### src/rtl/arbiter_requester_pkg.sv
// ============================================================================
// Module  : arbiter_requester_pkg
// Brief   : Shared FSM state and request-class encodings for the requester.
// Revision: 1.0 - initial release
// ============================================================================
`default_nettype none

package arbiter_requester_pkg;

  typedef enum logic [1:0] {
    ST_IDLE    = 2'd0,
    ST_REQ     = 2'd1,
    ST_XFER    = 2'd2,
    ST_RELEASE = 2'd3
  } state_t;

  typedef enum logic {
    CLASS_NORMAL   = 1'b0,
    CLASS_PRIORITY = 1'b1
  } class_e;

  // The request line is held through the transfer beat as well as the wait.
  function automatic logic req_active(input state_t s);
    return (s == ST_REQ) || (s == ST_XFER);
  endfunction

endpackage

`default_nettype wire

### src/rtl/arbiter_requester_if.sv
// ============================================================================
// Module  : arbiter_requester_if
// Brief   : Command, arbiter handshake and bus pins of the requester agent.
// Revision: 1.0 - initial release
// ============================================================================
`default_nettype none

interface arbiter_requester_if #(
  parameter int DATA_WIDTH = 8,
  parameter int DEPTH      = 4
);

  logic                         cmd_valid;
  logic                         cmd_ready;
  logic                         cmd_priority;
  logic [DATA_WIDTH-1:0]        cmd_data;
  logic                         req_priority;
  logic                         req_normal;
  logic                         grant_priority;
  logic                         grant_normal;
  logic                         bus_valid;
  logic [DATA_WIDTH-1:0]        bus_data;
  logic                         bus_priority;
  logic                         timeout_pulse;
  logic [$clog2(DEPTH+1)-1:0]   prio_count;
  logic [$clog2(DEPTH+1)-1:0]   norm_count;

  // master: the requester agent itself
  modport master (
    input  cmd_valid, cmd_priority, cmd_data, grant_priority, grant_normal,
    output cmd_ready, req_priority, req_normal, bus_valid, bus_data,
           bus_priority, timeout_pulse, prio_count, norm_count
  );

  // slave: the command source, arbiter and bus sink around it
  modport slave (
    output cmd_valid, cmd_priority, cmd_data, grant_priority, grant_normal,
    input  cmd_ready, req_priority, req_normal, bus_valid, bus_data,
           bus_priority, timeout_pulse, prio_count, norm_count
  );

endinterface

`default_nettype wire

### src/rtl/arbiter_requester_req_fifo.sv
// ============================================================================
// Module  : arbiter_requester_req_fifo
// Brief   : Per-class command FIFO, power-of-two depth, registered occupancy.
// Revision: 1.0 - initial release
// ============================================================================
`default_nettype none

module arbiter_requester_req_fifo #(
  parameter int DATA_WIDTH = 8,
  parameter int DEPTH      = 4
) (
  input  wire logic                       clk,
  input  wire logic                       rst,
  input  wire logic                       push,
  input  wire logic [DATA_WIDTH-1:0]      push_data,
  input  wire logic                       pop,
  output logic      [DATA_WIDTH-1:0]      head,
  output logic                            full,
  output logic                            empty,
  output logic      [$clog2(DEPTH+1)-1:0] count
);

  localparam int PTR_W = $clog2(DEPTH);
  localparam int CNT_W = $clog2(DEPTH+1);

  logic [DATA_WIDTH-1:0] mem_q [DEPTH];
  logic [PTR_W-1:0]      rd_ptr_q, rd_ptr_d;
  logic [PTR_W-1:0]      wr_ptr_q, wr_ptr_d;
  logic [CNT_W-1:0]      count_q, count_d;
  logic                  do_push;
  logic                  do_pop;

  assign full    = (count_q == CNT_W'(DEPTH));
  assign empty   = (count_q == '0);
  assign count   = count_q;
  assign head    = mem_q[rd_ptr_q];
  assign do_push = push && !full;
  assign do_pop  = pop && !empty;

  // Pointers wrap naturally because DEPTH is a power of two.
  always_comb begin
    rd_ptr_d = rd_ptr_q;
    wr_ptr_d = wr_ptr_q;
    count_d  = count_q;
    if (do_push) wr_ptr_d = wr_ptr_q + 1'b1;
    if (do_pop)  rd_ptr_d = rd_ptr_q + 1'b1;
    case ({do_push, do_pop})
      2'b10:   count_d = count_q + 1'b1;
      2'b01:   count_d = count_q - 1'b1;
      default: count_d = count_q;
    endcase
  end

  always_ff @(posedge clk) begin
    if (rst) begin
      rd_ptr_q <= '0;
      wr_ptr_q <= '0;
      count_q  <= '0;
    end else begin
      rd_ptr_q <= rd_ptr_d;
      wr_ptr_q <= wr_ptr_d;
      count_q  <= count_d;
    end
  end

  always_ff @(posedge clk) begin
    if (do_push) mem_q[wr_ptr_q] <= push_data;
  end

endmodule

`default_nettype wire

### src/rtl/arbiter_requester.sv
// ============================================================================
// Module  : arbiter_requester
// Brief   : Requester-side agent: per-class queues, request/grant FSM, bus beat.
// Revision: 1.0 - initial release
// ============================================================================
`default_nettype none

module arbiter_requester
  import arbiter_requester_pkg::*;
#(
  parameter int DATA_WIDTH = 8,
  parameter int DEPTH      = 4,
  parameter int TIMEOUT    = 16
) (
  input  wire logic          clk,
  input  wire logic          rst,
  arbiter_requester_if.master rq
);

  localparam int CNT_W  = $clog2(DEPTH+1);
  localparam int WAIT_W = $clog2(TIMEOUT);

  state_t                state_q, state_d;
  class_e                class_q, class_d;
  logic [WAIT_W-1:0]     wait_q, wait_d;
  logic                  req_priority_q, req_priority_d;
  logic                  req_normal_q, req_normal_d;
  logic                  bus_valid_q, bus_valid_d;
  logic [DATA_WIDTH-1:0] bus_data_q, bus_data_d;
  logic                  bus_priority_q, bus_priority_d;

  logic [DATA_WIDTH-1:0] prio_head, norm_head;
  logic                  prio_full, norm_full;
  logic                  prio_empty, norm_empty;
  logic [CNT_W-1:0]      prio_count, norm_count;
  logic                  push_prio, push_norm;
  logic                  pop_prio, pop_norm;
  logic                  cmd_ready;
  logic                  grant_mine;
  logic                  timeout_hit;

  assign cmd_ready  = !rst && (rq.cmd_priority ? !prio_full : !norm_full);
  assign push_prio  = rq.cmd_valid && cmd_ready && rq.cmd_priority;
  assign push_norm  = rq.cmd_valid && cmd_ready && !rq.cmd_priority;
  assign grant_mine = (class_q == CLASS_PRIORITY) ? rq.grant_priority : rq.grant_normal;

  arbiter_requester_req_fifo #(.DATA_WIDTH(DATA_WIDTH), .DEPTH(DEPTH)) u_prio_fifo (
    .clk(clk), .rst(rst), .push(push_prio), .push_data(rq.cmd_data), .pop(pop_prio),
    .head(prio_head), .full(prio_full), .empty(prio_empty), .count(prio_count)
  );

  arbiter_requester_req_fifo #(.DATA_WIDTH(DATA_WIDTH), .DEPTH(DEPTH)) u_norm_fifo (
    .clk(clk), .rst(rst), .push(push_norm), .push_data(rq.cmd_data), .pop(pop_norm),
    .head(norm_head), .full(norm_full), .empty(norm_empty), .count(norm_count)
  );

  always_comb begin
    state_d     = state_q;
    class_d     = class_q;
    wait_d      = '0;
    timeout_hit = 1'b0;
    pop_prio    = 1'b0;
    pop_norm    = 1'b0;
    case (state_q)
      ST_IDLE: begin
        if (!prio_empty) begin
          state_d = ST_REQ;
          class_d = CLASS_PRIORITY;
        end else if (!norm_empty) begin
          state_d = ST_REQ;
          class_d = CLASS_NORMAL;
        end
      end
      ST_REQ: begin
        wait_d = wait_q + 1'b1;
        // A grant in the same cycle wins over both timeout and preemption.
        if (grant_mine) begin
          state_d = ST_XFER;
        end else begin
          if (wait_q == WAIT_W'(TIMEOUT-1)) begin
            timeout_hit = 1'b1;
            state_d     = ST_RELEASE;
          end
          if ((class_q == CLASS_NORMAL) && !prio_empty) state_d = ST_RELEASE;
        end
      end
      ST_XFER: begin
        pop_prio = (class_q == CLASS_PRIORITY);
        pop_norm = (class_q == CLASS_NORMAL);
        state_d  = ST_RELEASE;
      end
      ST_RELEASE: state_d = ST_IDLE;
      default:    state_d = ST_IDLE;
    endcase
  end

  // Outputs are registered from the next state so they line up with it.
  always_comb begin
    req_priority_d = req_active(state_d) && (class_d == CLASS_PRIORITY);
    req_normal_d   = req_active(state_d) && (class_d == CLASS_NORMAL);
    bus_valid_d    = (state_d == ST_XFER);
    bus_priority_d = (state_d == ST_XFER) && (class_d == CLASS_PRIORITY);
    bus_data_d     = '0;
    if (state_d == ST_XFER) bus_data_d = (class_d == CLASS_PRIORITY) ? prio_head : norm_head;
  end

  always_ff @(posedge clk) begin
    if (rst) begin
      state_q        <= ST_IDLE;
      class_q        <= CLASS_NORMAL;
      wait_q         <= '0;
      req_priority_q <= 1'b0;
      req_normal_q   <= 1'b0;
      bus_valid_q    <= 1'b0;
      bus_data_q     <= '0;
      bus_priority_q <= 1'b0;
    end else begin
      state_q        <= state_d;
      class_q        <= class_d;
      wait_q         <= wait_d;
      req_priority_q <= req_priority_d;
      req_normal_q   <= req_normal_d;
      bus_valid_q    <= bus_valid_d;
      bus_data_q     <= bus_data_d;
      bus_priority_q <= bus_priority_d;
    end
  end

  assign rq.cmd_ready     = cmd_ready;
  assign rq.req_priority  = req_priority_q;
  assign rq.req_normal    = req_normal_q;
  assign rq.bus_valid     = bus_valid_q;
  assign rq.bus_data      = bus_data_q;
  assign rq.bus_priority  = bus_priority_q;
  assign rq.timeout_pulse = timeout_hit && !rst;
  assign rq.prio_count    = prio_count;
  assign rq.norm_count    = norm_count;

endmodule

`default_nettype wire

### src/flat_wrapper.sv
// flat-port wrapper written by rule: the top's interface ports become plain ports
module arbiter_requester_flat import arbiter_requester_pkg::*;
#(
  parameter int DATA_WIDTH = 8,
  parameter int DEPTH      = 4,
  parameter int TIMEOUT    = 16
)
  (clk, rst, rq_cmd_valid, rq_cmd_priority, rq_cmd_data, rq_grant_priority, rq_grant_normal, rq_cmd_ready, rq_req_priority, rq_req_normal, rq_bus_valid, rq_bus_data, rq_bus_priority, rq_timeout_pulse, rq_prio_count, rq_norm_count);
  arbiter_requester_if #(.DATA_WIDTH(DATA_WIDTH), .DEPTH(DEPTH)) rq_i ();
  input  wire logic clk;
  input  wire logic rst;
  input wire logic [$bits(rq_i.cmd_valid)-1:0] rq_cmd_valid;
  input wire logic [$bits(rq_i.cmd_priority)-1:0] rq_cmd_priority;
  input wire logic [$bits(rq_i.cmd_data)-1:0] rq_cmd_data;
  input wire logic [$bits(rq_i.grant_priority)-1:0] rq_grant_priority;
  input wire logic [$bits(rq_i.grant_normal)-1:0] rq_grant_normal;
  output wire logic [$bits(rq_i.cmd_ready)-1:0] rq_cmd_ready;
  output wire logic [$bits(rq_i.req_priority)-1:0] rq_req_priority;
  output wire logic [$bits(rq_i.req_normal)-1:0] rq_req_normal;
  output wire logic [$bits(rq_i.bus_valid)-1:0] rq_bus_valid;
  output wire logic [$bits(rq_i.bus_data)-1:0] rq_bus_data;
  output wire logic [$bits(rq_i.bus_priority)-1:0] rq_bus_priority;
  output wire logic [$bits(rq_i.timeout_pulse)-1:0] rq_timeout_pulse;
  output wire logic [$bits(rq_i.prio_count)-1:0] rq_prio_count;
  output wire logic [$bits(rq_i.norm_count)-1:0] rq_norm_count;
  assign rq_i.cmd_valid = rq_cmd_valid;
  assign rq_i.cmd_priority = rq_cmd_priority;
  assign rq_i.cmd_data = rq_cmd_data;
  assign rq_i.grant_priority = rq_grant_priority;
  assign rq_i.grant_normal = rq_grant_normal;
  assign rq_cmd_ready = rq_i.cmd_ready;
  assign rq_req_priority = rq_i.req_priority;
  assign rq_req_normal = rq_i.req_normal;
  assign rq_bus_valid = rq_i.bus_valid;
  assign rq_bus_data = rq_i.bus_data;
  assign rq_bus_priority = rq_i.bus_priority;
  assign rq_timeout_pulse = rq_i.timeout_pulse;
  assign rq_prio_count = rq_i.prio_count;
  assign rq_norm_count = rq_i.norm_count;
  arbiter_requester #(.DATA_WIDTH(DATA_WIDTH), .DEPTH(DEPTH), .TIMEOUT(TIMEOUT)) u_core (.clk(clk), .rst(rst), .rq(rq_i));
endmodule
### config.mk
export PLATFORM = sky130hd
export DESIGN_NAME = arbiter_requester_flat
export DESIGN_NICKNAME = d
export VERILOG_FILES = /design/src/rtl/arbiter_requester_pkg.sv /design/src/rtl/arbiter_requester_if.sv /design/src/rtl/arbiter_requester_req_fifo.sv /design/src/rtl/arbiter_requester.sv /design/src/flat_wrapper.sv
export SDC_FILE = /design/constraint.sdc
export NUM_CORES = 1
export LEC_CHECK = 0
export ABC_AREA = 1
export CAP_MARGIN = 20
export CORE_MARGIN = 2
export CORE_UTILIZATION = 57
export CTS_BUF_LIST = sky130_fd_sc_hd__clkbuf_16
export DETAILED_ROUTE_END_ITERATION = 10
export GPL_TIMING_DRIVEN = 0
export HOLD_SLACK_MARGIN = 0.02
export PLACE_DENSITY = 0.77
export SYNTH_ARGS = -nofsm -noshare
export SYNTH_HDL_FRONTEND = slang
export SYNTH_HIERARCHICAL = 1
export SYNTH_SLANG_ARGS = --single-unit
### constraint.sdc
create_clock -name clk -period 2.6 [get_ports clk]
set_input_delay 0.52 -clock clk [delete_from_list [all_inputs] [get_ports clk]]
set_output_delay 0.52 -clock clk [all_outputs]
set_load 0.01 [all_outputs]
==> flow_metrics.py <==
metrics = {
    "run_status": {
        "status": "complete, no violations",
    },
    "floorplanning": {
        "die_width_um": 90.3,
        "die_h_um": 90.3,
        "start_util_pct": 58.8,
        "rows": 31,
        "io_pins": 34,
        "core-area_um2": 7210,
        "dieArea_um2": 8150,
    },
    "synthesis": {
        "syn_area_um2": 4240,
        "syn_inst": 394,
        "netlist.area_leader.share_pct": 45.3,
        "ys_types": 28,
        "yosysTopAreaCell": "edfxtp_1",
        "netlist_top_cells_count": "edfxtp_1 (64), nor2_1 (64), inv_1 (48), nand2_1 (44), dfxtp_1 (37)",
        "dominantRegCellSynth": "edfxtp_1",
        "ys_seq_area_share_pct": 62.8,
        "syn-num-nets": 423,
        "synth-edff-count": 64,
        "synth.area.top_cells": "edfxtp_1 (45%), dfxtp_1 (17%), nor2_1 (5.7%)",
        "synth-async-reset-ratio_pct": 0,
        "ys_warn_count": 6,
        "avgSynthCellArea_um2": 10.8,
        "ys_seq_elements": 101,
    },
    "worst_setup_path": {
        "critPathLaunchType": "input port",
        "worst_ep_arrival_time_ns": 1.84,
        "cp_cell_sequence": "clkdlybuf4s50_1 -> inv_1 -> a21oi_1 -> clkdlybuf4s50_1",
        "slowest_delay_ns": 0.56,
        "critical_path_class": "input port to output pin",
        "path_buf_inv": 3,
        "required_ns": 2.08,
        "rr_endpoint": "u_core/u_norm_fifo/count[1]",
        "cp_slowest_cell": "clkdlybuf4s50_1",
        "worst-r2r-cell-count": 13,
        "crit_family": "buffers and inverters",
        "end_kind": "output pin",
        "reg2reg_slack_ns": 0.35,
        "cpMostUsedCell": "clkdlybuf4s50_1",
        "crit_fanout": 3,
        "r2r-start": "u_core/u_prio_fifo/count[1]",
    },
    "clock_network": {
        "clkTransAtPathRegs_ns": 0.06,
        "cts.path.max_buffers": 2,
        "tritoncts": "done",
        "cts_root_buffer": "clkbuf_16",
        "hold_buffers": 0,
        "clkLatencyLatePin_ns": 0.34,
        "cts_sinks": 101,
        "htree_levels": 3,
        "cts_made_buffers": 9,
    },
    "min_path": {
        "hold_class": "flip-flop to flip-flop",
        "hp-start": "u_core/wait_q[0]",
        "whs_path_depth": 1,
        "hold_end": "u_core/wait_q[0]",
    },
    "pwr": {
        "power_frac_comb_pct": 13.0,
        "p_sw_share_pct": 24.6,
        "clkPwrFrac_pct": 38.5,
        "power.share.sequential_pct": 48.4,
        "p_leak_nw": 1.88,
        "internal_power_w": 0.00279,
        "switching_power_w": 0.000912,
        "max-vdd-ir-drop_mv": 0.423,
        "powerDensity_nw_per_um2": 735,
    },
    "sta": {
        "min_period_ns": 2.36,
        "clock_skew_ns": 0.00614,
        "fin_crit_sh_pct": 90.9,
        "worst_slew_pin_slew_ns": 0.671,
        "drv_slew": 0,
        "setup_viol": 0,
        "finalHoldViolCount": 0,
        "max_freq_ghz": 0.423,
        "slew_headroom_pct": 55.1,
        "grt_setup_unrepaired": "no",
    },
    "final_layout": {
        "fin_nets": 467,
        "layout.cells.non_filler": 542,
        "diodes": 0,
        "area_growth_pct": 18.8,
        "final_area_um2": 5040,
        "utilization_pct": 69.8,
        "drive_gt1_share_pct": 13.5,
    },
    "grt": {
        "grt_pass1_vias": 2882,
        "grtUsageTotal_pct": 21.5,
        "antenna_found_initial": 0,
        "overflow": 0,
        "grt_pass1_wl_mm": 13.5,
        "grt_max_degree": 18,
    },
    "drt": {
        "viasPerCell": 5.35,
        "antenna_left": 0,
        "drt-total-wl_mm": 8.32,
        "drt_iter0_drc": 158,
        "num_vias": 2900,
        "firstDrtPassIters": 4,
        "wl_per_cell_um": 15.3,
        "drc": 0,
    },
    "placed_design": {
        "dp_hpwl_mm": 5.70,
        "placed_area_um2": 4700,
        "gp_congestion": 0.784,
        "port_buffers": 33,
        "placedCellCount": 526,
    },
    "run": {
        "drv_cap": 0,
    },
}
-- state kept, by name, indices dropped and copies added (netlist names), 3 cells and up, named ones only --
register / flops
u_core/u_norm_fifo/mem_q: 32
u_core/wait_q: 4
u_core/u_prio_fifo/count: 3
u_core/u_norm_fifo/count: 3
u_core/rq.bus_data: 8
u_core/u_prio_fifo/mem_q: 32
-- worst max-delay path by stage --
stage	cells after the start	endpoint	start
final	4	rq_cmd_ready	rq_cmd_priority
after global routing	15	u_core/u_norm_fifo/count[2]	rq_cmd_priority
after CTS	6	rq_cmd_ready	rst
after detailed placement	9	u_core/u_norm_fifo/mem_q[0][2]	rst
after global placement	9	u_core/u_norm_fifo/mem_q[3][1]	rst
after floorplan	11	u_core/u_norm_fifo/count[1]	rst
-- power groups by stage --
stage	combinational [W]	clock (W)	sequential [W]
2_1_floorplan	0.000287	0	0.00184
3_3_place_gp	0.000464	0	0.00183
3_5_place_dp	0.000480	0	0.00183
4_1_cts	0.000488	0.00144	0.00179
5_1_grt	0.000536	0.00151	0.00180
6_report	0.000483	0.00143	0.00179
-- placed cells by master (no fill, tap or decap), drive strengths merged --
| master | netlist | routed |
|---|---|---|
| o22ai | 16 | 16 |
| fa | 2 | 2 |
| a31oi | 1 | 1 |
| nand2 | 51 | 51 |
| xnor2 | 1 | 1 |
| o21bai | 2 | 2 |
| ha | 13 | 13 |
| inv | 50 | 53 |
| nand3 | 22 | 22 |
| clkdlybuf4s50 | 0 | 32 |
| nor3 | 1 | 1 |
| dfxtp | 37 | 37 |
| edfxtp | 64 | 64 |
| buf | 6 | 6 |
| a21oi | 14 | 14 |
| clkbuf | 0 | 10 |
| nor2 | 67 | 67 |
| nor4 | 1 | 1 |
| or2 | 1 | 1 |
| o21ai | 37 | 37 |
| clkinvlp | 0 | 2 |
| a21boi | 8 | 8 |
| bufinv | 0 | 2 |
-- final cells by class --
cell class	count	area [um^2]
inverters	50	188
flip-flops and latches	101	2660
repair buffers	33	325
clock inverters	7	98.8
clock buffers	9	225
multi-input cells	237	1350
plain buffers	6	61.3
fillers	548	2180
well taps	99	124
-- through the flow --
step	TNS, ns	total power [W]	worst slack, ns	hold WS, ns
2_1_floorplan	0	0.00212	0.249	0.418
3_3_place_gp	-40.28	0.00229	-0.637	0.429
3_5_place_dp	-43.32	0.00231	-0.684	0.441
4_1_cts	0	0.00372	0.0699	0.454
5_1_grt	0	0.00384	0.0845	0.476
6_report	0	0.00370	0.238	0.452
-- layer usage --
metal | share of wire, % | GRT usage, %
met1 | 43 | 26.2
met2 | 51 | 37.9
met3 | 4.5 | 4.84
met4 | 1.3 | 7.56
met5 | 0 | 0
-- kinds of logic after synthesis --
logic type | synth area share (%)
AND/OR/NAND/NOR | 14.8
flip-flops | 62.8
AO/OA/AOI/OAI | 11.5
buffers and inverters | 5.87
adder cells (fa/ha/maj) | 4.78
XOR/XNOR | 0.207
-- timing repair --
item	in CTS	in global routing
pin swaps	0	0
buffers inserted	0	0
endpoints found under the setup margin	71	5
resized for setup	10	2
No activity file was read; power rests on OpenSTA's default activity.
